`src/rtl/cache_mem_ctrl_if.sv`:
```
// Word-addressed main-memory request/acknowledge bus between cache_mem_ctrl
// (master) and the memory (slave).
interface cache_mem_ctrl_if;
  logic        mem_req;
  logic        mem_we;
  logic [31:0] mem_addr;
  logic [31:0] mem_wdata;
  logic [31:0] mem_rdata;
  logic        mem_ack;

  modport master (
    output mem_req, mem_we, mem_addr, mem_wdata,
    input  mem_rdata, mem_ack
  );

  modport slave (
    input  mem_req, mem_we, mem_addr, mem_wdata,
    output mem_rdata, mem_ack
  );
endinterface

```
`src/rtl/cache_mem_ctrl.sv`:
```
// Miss-service controller: optional dirty-victim write-back, then word fetch and
// one-cycle fill pulse, with bounded memory wait and saturating event counters.
module cache_mem_ctrl #(
  parameter int TIMEOUT_CYCLES = 64,
  parameter int CNT_W          = 16
) (
  input  logic             clk,
  input  logic             reset,
  input  logic             miss_req,
  input  logic             wb_req,
  input  logic [31:0]      miss_addr,
  input  logic [31:0]      wb_addr,
  input  logic [31:0]      wb_data,
  output logic [31:0]      fill_data,
  output logic             fill_valid,
  output logic             fill_err,
  output logic             busy,
  output logic             err,
  output logic [CNT_W-1:0] miss_cnt,
  output logic [CNT_W-1:0] wb_cnt,
  cache_mem_ctrl_if.master mem
);

  localparam logic [2:0] S_IDLE  = 3'd0;
  localparam logic [2:0] S_WB    = 3'd1;
  localparam logic [2:0] S_RD    = 3'd2;
  localparam logic [2:0] S_FILL  = 3'd3;
  localparam logic [2:0] S_ABORT = 3'd4;

  localparam int            TW    = (TIMEOUT_CYCLES > 1) ? $clog2(TIMEOUT_CYCLES) : 1;
  localparam logic [TW-1:0] TLAST = TW'(TIMEOUT_CYCLES - 1);

  logic [2:0]    state;
  logic [31:0]   miss_lat;
  logic [TW-1:0] timer;
  logic          expired;

  // Last permitted wait cycle passed without an ack; an ack on that same edge wins.
  always_comb begin
    expired = 1'b0;
    if (TIMEOUT_CYCLES != 0)
      expired = (timer == TLAST);
  end

  // The victim address/data are latched straight into mem_addr/mem_wdata,
  // which hold steady for the whole write-back phase.
  always_ff @(posedge clk or negedge reset) begin
    if (!reset) begin
      state         <= S_IDLE;
      miss_lat      <= '0;
      timer         <= '0;
      fill_data     <= '0;
      fill_valid    <= 1'b0;
      fill_err      <= 1'b0;
      busy          <= 1'b0;
      err           <= 1'b0;
      mem.mem_req   <= 1'b0;
      mem.mem_we    <= 1'b0;
      mem.mem_addr  <= '0;
      mem.mem_wdata <= '0;
      miss_cnt      <= '0;
      wb_cnt        <= '0;
    end else begin
      fill_valid <= 1'b0;
      fill_err   <= 1'b0;
      case (state)
        S_IDLE: begin
          if (miss_req) begin
            miss_lat    <= miss_addr & 32'hFFFF_FFFC;
            timer       <= '0;
            busy        <= 1'b1;
            mem.mem_req <= 1'b1;
            if (miss_cnt != '1)
              miss_cnt <= miss_cnt + 1'b1;
            if (wb_req) begin
              mem.mem_we    <= 1'b1;
              mem.mem_addr  <= wb_addr & 32'hFFFF_FFFC;
              mem.mem_wdata <= wb_data;
              state         <= S_WB;
            end else begin
              mem.mem_we   <= 1'b0;
              mem.mem_addr <= miss_addr & 32'hFFFF_FFFC;
              state        <= S_RD;
            end
          end
        end
        S_WB: begin
          if (mem.mem_ack) begin
            if (wb_cnt != '1)
              wb_cnt <= wb_cnt + 1'b1;
            mem.mem_we   <= 1'b0;
            mem.mem_addr <= miss_lat;
            timer        <= '0;
            state        <= S_RD;
          end else if (expired) begin
            err         <= 1'b1;
            fill_err    <= 1'b1;
            mem.mem_req <= 1'b0;
            mem.mem_we  <= 1'b0;
            state       <= S_ABORT;
          end else begin
            timer <= timer + 1'b1;
          end
        end
        S_RD: begin
          if (mem.mem_ack) begin
            fill_data   <= mem.mem_rdata;
            fill_valid  <= 1'b1;
            mem.mem_req <= 1'b0;
            state       <= S_FILL;
          end else if (expired) begin
            err         <= 1'b1;
            fill_err    <= 1'b1;
            mem.mem_req <= 1'b0;
            state       <= S_ABORT;
          end else begin
            timer <= timer + 1'b1;
          end
        end
        S_FILL, S_ABORT: begin
          busy  <= 1'b0;
          state <= S_IDLE;
        end
        default: begin
          busy        <= 1'b0;
          mem.mem_req <= 1'b0;
          state       <= S_IDLE;
        end
      endcase
    end
  end

endmodule

```
`src/flat_wrapper.sv`:
```
// flat-port wrapper written by rule: the top's interface ports become plain ports
module cache_mem_ctrl_flat 
#(
  parameter int TIMEOUT_CYCLES = 64,
  parameter int CNT_W          = 16
)
  (clk, reset, miss_req, wb_req, miss_addr, wb_addr, wb_data, fill_data, fill_valid, fill_err, busy, err, miss_cnt, wb_cnt, mem_mem_req, mem_mem_we, mem_mem_addr, mem_mem_wdata, mem_mem_rdata, mem_mem_ack);
  cache_mem_ctrl_if mem_i ();
  input  logic clk;
  input  logic reset;
  input  logic miss_req;
  input  logic wb_req;
  input  logic [31:0] miss_addr;
  input  logic [31:0] wb_addr;
  input  logic [31:0] wb_data;
  output logic [31:0] fill_data;
  output logic fill_valid;
  output logic fill_err;
  output logic busy;
  output logic err;
  output logic [CNT_W-1:0] miss_cnt;
  output logic [CNT_W-1:0] wb_cnt;
  output wire logic [$bits(mem_i.mem_req)-1:0] mem_mem_req;
  output wire logic [$bits(mem_i.mem_we)-1:0] mem_mem_we;
  output wire logic [$bits(mem_i.mem_addr)-1:0] mem_mem_addr;
  output wire logic [$bits(mem_i.mem_wdata)-1:0] mem_mem_wdata;
  input wire logic [$bits(mem_i.mem_rdata)-1:0] mem_mem_rdata;
  input wire logic [$bits(mem_i.mem_ack)-1:0] mem_mem_ack;
  assign mem_mem_req = mem_i.mem_req;
  assign mem_mem_we = mem_i.mem_we;
  assign mem_mem_addr = mem_i.mem_addr;
  assign mem_mem_wdata = mem_i.mem_wdata;
  assign mem_i.mem_rdata = mem_mem_rdata;
  assign mem_i.mem_ack = mem_mem_ack;
  cache_mem_ctrl #(.TIMEOUT_CYCLES(TIMEOUT_CYCLES), .CNT_W(CNT_W)) u_core (.clk(clk), .reset(reset), .miss_req(miss_req), .wb_req(wb_req), .miss_addr(miss_addr), .wb_addr(wb_addr), .wb_data(wb_data), .fill_data(fill_data), .fill_valid(fill_valid), .fill_err(fill_err), .busy(busy), .err(err), .miss_cnt(miss_cnt), .wb_cnt(wb_cnt), .mem(mem_i));
endmodule
```
`config.mk`:
```
export PLATFORM = sky130hd
export DESIGN_NAME = cache_mem_ctrl_flat
export DESIGN_NICKNAME = d
export VERILOG_FILES = /design/src/rtl/cache_mem_ctrl_if.sv /design/src/rtl/cache_mem_ctrl.sv /design/src/flat_wrapper.sv
export SDC_FILE = /design/constraint.sdc
export NUM_CORES = 1
export LEC_CHECK = 0
export CAP_MARGIN = 20
export CORE_ASPECT_RATIO = 2
export CORE_MARGIN = 2
export CORE_UTILIZATION = 40
export CTS_CLUSTER_DIAMETER = 100
export CTS_CLUSTER_SIZE = 30
export DETAILED_ROUTE_END_ITERATION = 12
export PLACE_DENSITY = 0.79
export SYNTH_ARGS = -nofsm -noshare
export SYNTH_HDL_FRONTEND = slang
export SYNTH_SLANG_ARGS = --single-unit
```
`constraint.sdc`:
```
create_clock -name clk -period 4.05 [get_ports clk]
set_input_delay 0.81 -clock clk [delete_from_list [all_inputs] [get_ports clk]]
set_output_delay 0.81 -clock clk [all_outputs]
set_load 0.01 [all_outputs]
```
==> results of run 1 <==
[worst register-to-register path: cells and delay by family, from the launching register on]
family	cells	cell delay, ns
and+or+nand+nor	3	1.52
DFF	1	0.60
xor gates and xnor gates	1	0.16
[where the power goes]
part           switching (mW)  leakage, nW  internal (mW)
sequential              0.459         2.12           2.41
combinational            1.28         2.43           1.63
clock                   0.711        0.310           1.05
total                    2.45         4.86           5.08
[layer usage]
layer	wire, um	GRT usage, %	vias up
li1	-	-	2871
met1	7155	20.87	2915
met2	11490	37.55	173
met3	785	4.287	32
met4	577	8.509	0
met5	0	0	-
[Yosys cell counts, drive strengths merged, types with 11 or more instances]
| cell | count |
|---|---|
| dfrtp | 171 |
| nand2 | 137 |
| mux2 | 66 |
| a21oi | 44 |
| nor2 | 43 |
| o21ai | 34 |
| mux2i | 32 |
| clkbuf | 24 |
| buf | 20 |
| xor2 | 18 |
| xnor2 | 13 |
| nand3 | 11 |
[cell usage in the layout, fill, tap and decap left out, types with 2 or more instances in the layout]
cell / Yosys / layout
or3b_2: 2 / 2
inv_1: 6 / 6
and2_1: 3 / 3
xor2_1: 18 / 18
nor4_1: 8 / 7
clkbuf_16: 0 / 17
nor2_1: 43 / 43
o21ai_0: 33 / 33
and3_1: 6 / 6
nand3b_1: 2 / 2
mux2i_1: 32 / 32
nand3_1: 11 / 11
a31oi_1: 4 / 4
clkdlybuf4s50_1: 0 / 258
nor3_1: 9 / 9
nand2b_1: 3 / 3
buf_4: 2 / 6
mux2_2: 66 / 66
dfrtp_1: 171 / 171
nand2_1: 137 / 137
and4_1: 3 / 3
nor4_4: 2 / 2
inv_6: 0 / 7
ha_1: 3 / 3
clkinv_2: 0 / 2
nand4_1: 10 / 10
xnor2_1: 13 / 13
bufinv_16: 0 / 4
conb_1: 1 / 2
a21oi_1: 44 / 44
[cell families after synthesis]
family,count (synthesis),synth area share (%)
AO/OA/AOI/OAI,92,6.692
other,1,0.04952
AND/OR/NAND/NOR,250,15.50
flip-flops,171,56.51
adder cells (fa/ha/maj),3,0.4958
multiplexers,98,14.04
XOR/XNOR,31,3.586
buffers and inverters,50,3.123
[through the flow]
| step | util [%] | instances | setup slack (ns) |
|---|---|---|---|
| floorplan | - | 697 | 1.832 |
| CTS | 58.71 | 1171 | 1.401 |
| finish | 58.76 | 1173 | 1.385 |
| global route | 58.76 | 1173 | 1.288 |
| detailed placement | 55.31 | 1139 | 0.9393 |
| global placement | 55.31 | 1139 | 0.9751 |
[state kept, by name (all words and copies together) (netlist names)]
signal	cells
u_core.busy	1
u_core.mem.mem_wdata	32
u_core.fill_data	32
u_core.fill_err	1
u_core.miss_lat	30
u_core.timer	6
u_core.miss_cnt	16
u_core.mem.mem_req	1
u_core.mem.mem_we	1
u_core.state	3
u_core.fill_valid	1
u_core.mem.mem_addr	30
u_core.err	1
u_core.wb_cnt	16
[final cells by class]
| cell class | instances | area (um2) |
|---|---|---|
| Multi-Input combinational cell | 476 | 3079 |
| Fill cell | 1589 | 7694 |
| Timing Repair Buffer | 268 | 2671 |
| Inverter | 6 | 22.52 |
| Clock buffer | 17 | 425.4 |
| Clock inverter | 15 | 207.7 |
| Sequential cell | 171 | 4279 |
| Tap cell | 219 | 274.0 |
| Antenna cell | 1 | 2.502 |
[path summary, 6_finish.rpt]
check,from,to,cells after the start
max,mem_mem_ack,u_core.wb_cnt[15]$_DFFE_PN0P_,5
min,reset,u_core.mem.mem_wdata[19]$_DFFE_PN0P_,1
max reg2reg,u_core.state[2]$_DFFE_PN0N_,u_core.wb_cnt[15]$_DFFE_PN0P_,4
min reg2reg,u_core.err$_DFFE_PN0P_,u_core.err$_DFFE_PN0P_,1
max in group asynchronous,reset,u_core.mem.mem_wdata[23]$_DFFE_PN0P_,2
min in group clk,u_core.err$_DFFE_PN0P_,u_core.err$_DFFE_PN0P_,1
==> metrics.md, run 1 <==
| Metric | Value |
|---|---|
| Crit path required time | `4.41 ns` |
| Drt total wl | `20010 um` |
| Final Hold Viols | `0` |
| Placed cell areas | `10320 um2` |
| Share of synthesized registers carrying an async set or reset | `100.0%` |
| Status | `complete, no violations` |
| WP buf/inv | `1` |
| DR WL/cell | `17.05 um` |
| WP data arrival | `3.02 ns` |
| Largest buffer count on any clock path | `2` |
| Synthesized area | `7572 um2` |
| Global Route Usage Sum | `20.01%` |
| Critical path capture point type | `flop` |
| Setup TNS | `0 ns` |
| CP max stage delay | `0.70 ns` |
| Headroom to the max-slew limit | `36.49%` |
| Overall power consumption | `7.535 mW` |
| Design area | `10960 um2` |
| Pleak | `4.861 nW` |
| Max Slew Vio Count | `0` |
| Synth Warn # | `0` |
| Startpoint Class | `primary input` |
| Chip width | `101.3 um` |
| TritonRoute pass-1 iters | `5` |
| Routability cong. | `0.8029` |
| Core area | `18660 um2` |
| Post-CTS Setup Inserts | `0` |
| Initial antenna violation count | `1` |
| Crit-path cells | `clkdlybuf4s50_1, nand4bb_1, or4_4, nor4_4, xor2_1` |
| Die Area | `20110 um2` |
| Post-DP HPWL | `14440 um` |
| Resize count post-CTS | `0` |
| Pwr Density | `687.4 nW/um2` |
| CP max-delay cell | `or4_4` |
| # clock sinks | `171` |
| Final ANT Viol Nets | `0` |
| Io pins | `267` |
| Post-Synthesis Cells | `696` |
| Final setup fails | `0` |
| Top post-synthesis cells by area | `dfrtp_1 57%, mux2_2 9.8%, nand2_1 6.8%, mux2i_1 4.2%, a21oi_1 2.9%` |
| CTS root buffer | `clkbuf_16` |
| TritonCTS Buffers | `17` |
| Total gr overflow | `0` |
| Netlist cell types | `49` |
| Crit path kind | `in -> reg` |
| Syn Area/Cell | `10.88 um2` |
| Number of global-route vias before repair | `5974` |
| Global-route wire length before repair | `30860 um` |
| Period utilization | `65.80%` |
| Largest net degree at the start of global routing | `78` |
| Worst reg-to-reg setup slack | `1.71 ns` |
| Layout cells sized above 1 | `12.70%` |
| VDD IR max | `0.3959 mV` |
| CTS tree | `done` |
| DRC | `0` |
| Seq/Total Area, Yosys | `56.51%` |
| Leading area contributor after synthesis | `dfrtp_1` |
| Top_reg_cell synth | `dfrtp_1` |
| Top delay family on crit path | `simple AND/OR/NAND/NOR gates` |
| EDFF count, synth | `0` |
| Buffers on Ports | `260` |
| Max Cap Viol | `0` |
| Post-layout nets | `1076` |
| RSZ-0062 raised after global routing | `false` |
| Max Freq | `375.2 MHz` |
| Yosys reg bits | `171` |
| Die H | `198.6 um` |
| Clock Latency Late Sink | `0.43 ns` |
| Vias | `5991` |
| Worst-Margin Slew | `0.9526 ns` |
| Clk_skew | `0.007153 ns` |
| Clk pin slew, worst setup/hold paths | `0.07 ns` |
| H-tree Lvls | `4` |
| Fin Hold WS | `0.3498 ns` |
| Yosys top cell area share | `56.51%` |
| Initial Utilization | `40.59%` |
| Synth-to-layout area growth | `44.76%` |
| # hold bufs at CTS | `0` |
| 1st-iter DRT viols | `266` |
| Vias/cell | `5.107` |
| Final worst path period need | `2.665 ns` |
| Worst Hold Class | `in -> async` |
| Placement row count | `71` |
| Crit Path Max Fanout | `11` |
No activity file was read; power rests on OpenSTA's default activity.
==> inputs of run 2 (changes only) <==
==> constraint.sdc (replaced) <==
create_clock -name clk -period 2.5 [get_ports clk]
set_input_delay 0.5 -clock clk [delete_from_list [all_inputs] [get_ports clk]]
set_output_delay 0.5 -clock clk [all_outputs]
set_load 0.01 [all_outputs]
==> run 2 against run 1 <==
Register-to-register slack got worse by 1.2 ns. Combinational power increased by 68%. Critical path depth down 1. Sequential share of layout area is 0.25 points lower. Sequential cell count stayed put. First-iteration DRC count fell by 20%. Total power is 57% higher. Non-clock buffer count rose by 14. Critical path type is now reg -> reg. Highest routed layer unchanged.
==> metrics.md, run 2 (synthesized netlist as in run 1, its figures left out) <==
| Metric | Value |
|---|---|
| Worst R2R Path Depth | `4 (unchanged)` |
| Headroom to the max-slew limit | `63.97% (+27 points)` |
| Max Slew Vio Count | `0 (unchanged)` |
| Die H | `198.6 um (unchanged)` |
| Top delay family on crit path | `simple AND/OR/NAND/NOR gates` |
| Clk_skew | `0.007670 ns (+0.0005168 ns)` |
| Crit-path cells | `or4b_4, buf_4, nor4_1, xor2_1` |
| Largest regs | `u_core.fill_data x32, u_core.mem.mem_wdata x32` |
| 1st-iter DRT viols | `212 (-20%)` |
| CP max-delay cell | `or4b_4` |
| Placement row count | `71 (unchanged)` |
| RSZ-0062 raised after global routing | `false` |
| Switching Share | `33.07% (+0.51 points)` |
| Final Hold Viols | `0 (unchanged)` |
| Total gr overflow | `0 (unchanged)` |
| DR WL/cell | `16.95 um (-0.62%)` |
| Max Freq | `495.4 MHz` |
| TritonCTS Buffers | `17 (unchanged)` |
| H-tree Lvls | `4 (unchanged)` |
| Post-DP HPWL | `15000 um (+3.9%)` |
| CP max stage delay | `0.66 ns (-0.04 ns)` |
| Chip width | `101.3 um (unchanged)` |
| Vias/cell | `5.124 (+0.32%)` |
| Die Area | `20110 um2 (unchanged)` |
| DRC | `0 (unchanged)` |
| TritonRoute pass-1 iters | `5 (unchanged)` |
| Commonest non-fill, non-tap cells in the layout | `258 x clkdlybuf4s50_1, 171 x dfrtp_1, 137 x nand2_1` |
| Crit path required time | `2.84 ns (-1.57 ns)` |
| Final ANT Viol Nets | `0 (unchanged)` |
| Global-route wire length before repair | `31620 um (+2.5%)` |
| Final worst path period need | `2.018 ns` |
| Initial antenna violation count | `0 (-1)` |
| Clk pin slew, worst setup/hold paths | `0.06 ns (about the same)` |
| Final setup fails | `0 (unchanged)` |
| Core area | `18660 um2 (unchanged)` |
| Setup TNS | `0 ns (unchanged)` |
| Largest net degree at the start of global routing | `61 (-22%)` |
| Most common cell after layout, fill and taps aside | `clkdlybuf4s50_1` |
| Critical path capture point type | `flop` |
| Clock share of power | `19.9% (-3.4 points)` |
| Seq pwr share | `38.9% (+0.8 points)` |
| Crit path kind | `reg -> reg` |
| Worst Hold Class | `in -> async` |
| Routability cong. | `0.8341 (+3.9%)` |
| Internal power component | `7.940 mW (+56%)` |
| Comb power frac | `41.1% (+2.5 points)` |
| VDD IR max | `0.6230 mV (+57%)` |
| Worst reg-to-reg setup slack | `0.48 ns (-1.23 ns)` |
| Max Cap Viol | `0 (unchanged)` |
| Startpoint Class | `flop` |
| Buffers on Ports | `260 (unchanged)` |
| Pwr Density | `1075 nW/um2 (+56%)` |
| Initial Utilization | `40.59% (unchanged)` |
| Global Route Usage Sum | `20.62% (+0.61 points)` |
| CTS tree | `done` |
| # hold bufs at CTS | `0 (unchanged)` |
| Number of global-route vias before repair | `6245 (+4.5%)` |
| Worst-Margin Slew | `0.5405 ns (-0.4121 ns)` |
| Largest buffer count on any clock path | `2 (unchanged)` |
| Post-CTS Setup Inserts | `0 (unchanged)` |
| WP data arrival | `2.36 ns (-0.66 ns)` |
| Io pins | `267 (unchanged)` |
| Synth-to-layout area growth | `45.69%` |
| Pleak | `4.894 nW (+0.68%)` |
| Status | `complete, no violations` |
| Fin Hold WS | `0.001590 ns (-0.3482 ns)` |
| Post-layout nets | `1090 (+1.3%)` |
| Period utilization | `80.74%` |
| Layout cells sized above 1 | `13.56% (+0.86 points)` |
| Crit Path Max Fanout | `14 (+3)` |
| WP depth | `4 (-1)` |
| CTS root buffer | `clkbuf_16` |
| # fillers | `1531 (-3.7%)` |
| WP buf/inv | `1 (unchanged)` |
| Drt total wl | `20100 um (+0.48%)` |
| NetSw | `3.923 mW (+60%)` |
| Clock Latency Late Sink | `0.43 ns (about the same)` |
| Resize count post-CTS | `0 (unchanged)` |
| Overall power consumption | `11.86 mW (+57%)` |
| # clock sinks | `171 (unchanged)` |
| Vias | `6077 (+1.4%)` |
## run 2: path summary, 6_finish.rpt
path	startpoint	to
max	u_core.state[0]$_DFFE_PN0N_	u_core.miss_cnt[5]$_DFFE_PN0P_
min	reset	u_core.mem.mem_wdata[19]$_DFFE_PN0P_
max reg2reg	u_core.state[0]$_DFFE_PN0N_	u_core.miss_cnt[5]$_DFFE_PN0P_
min reg2reg	u_core.miss_lat[6]$_DFFE_PN0P_	u_core.miss_lat[6]$_DFFE_PN0P_
max in group asynchronous	reset	u_core.fill_data[31]$_DFFE_PN0P_
min in group clk	u_core.miss_lat[6]$_DFFE_PN0P_	u_core.miss_lat[6]$_DFFE_PN0P_
## run 2: metrics by stage
stage | cells | area, um2 | utilization, % | setup WS [ns]
3_3_place_gp | 1154 | 10510 | 56.32 | 0.1547
5_1_grt | 1185 | 11030 | 59.12 | 0.3120
6_report | 1186 | 11030 | 59.13 | 0.4815
4_1_cts | 1185 | 11030 | 59.12 | 0.4769
2_1_floorplan | 697 | 7576 | - | 0.5923
3_5_place_dp | 1154 | 10510 | 56.32 | 0.1302
## run 2: power groups by stage
stage	Combinational (mW)	Sequential, mW	Clock (mW)
after CTS	4.96	4.62	2.45
after global placement	4.84	4.61	0
after global routing	5.32	4.76	2.55
after detailed placement	4.94	4.66	0
after floorplan	1.94	4.93	0
final	4.88	4.62	2.37
## run 2: cell type report
cell class                      instances  area, um2  share of cell area, %
Antenna cell                            1      2.502                0.02268
Timing Repair Buffer                  282       2851                  25.85
Multi-Input combinational cell        476       3079                  27.91
Clock inverter                         10      72.57                 0.6578
Inverter                                6      22.52                 0.2042
Sequential cell                       171       4279                  38.79
Tap cell                              219      274.0                  2.484
Clock buffer                           21      450.4                  4.083
## run 2: layer usage
| metal | wire, um | track usage (%) | up-vias |
|---|---|---|---|
| li1 | - | - | 2895 |
| met4 | 851 | 11.26 | 0 |
| met5 | 0 | 0 | - |
| met3 | 800 | 4.603 | 44 |
| met2 | 11460 | 38.04 | 182 |
| met1 | 6987 | 20.85 | 2956 |
## run 2: worst register-to-register path, stage by stage (launching register included)
cell and delay [ns]:
dfrtp_1 0.53, or4b_4 0.67, buf_4 0.20, nor4_1 0.34
xor2_1 0.20
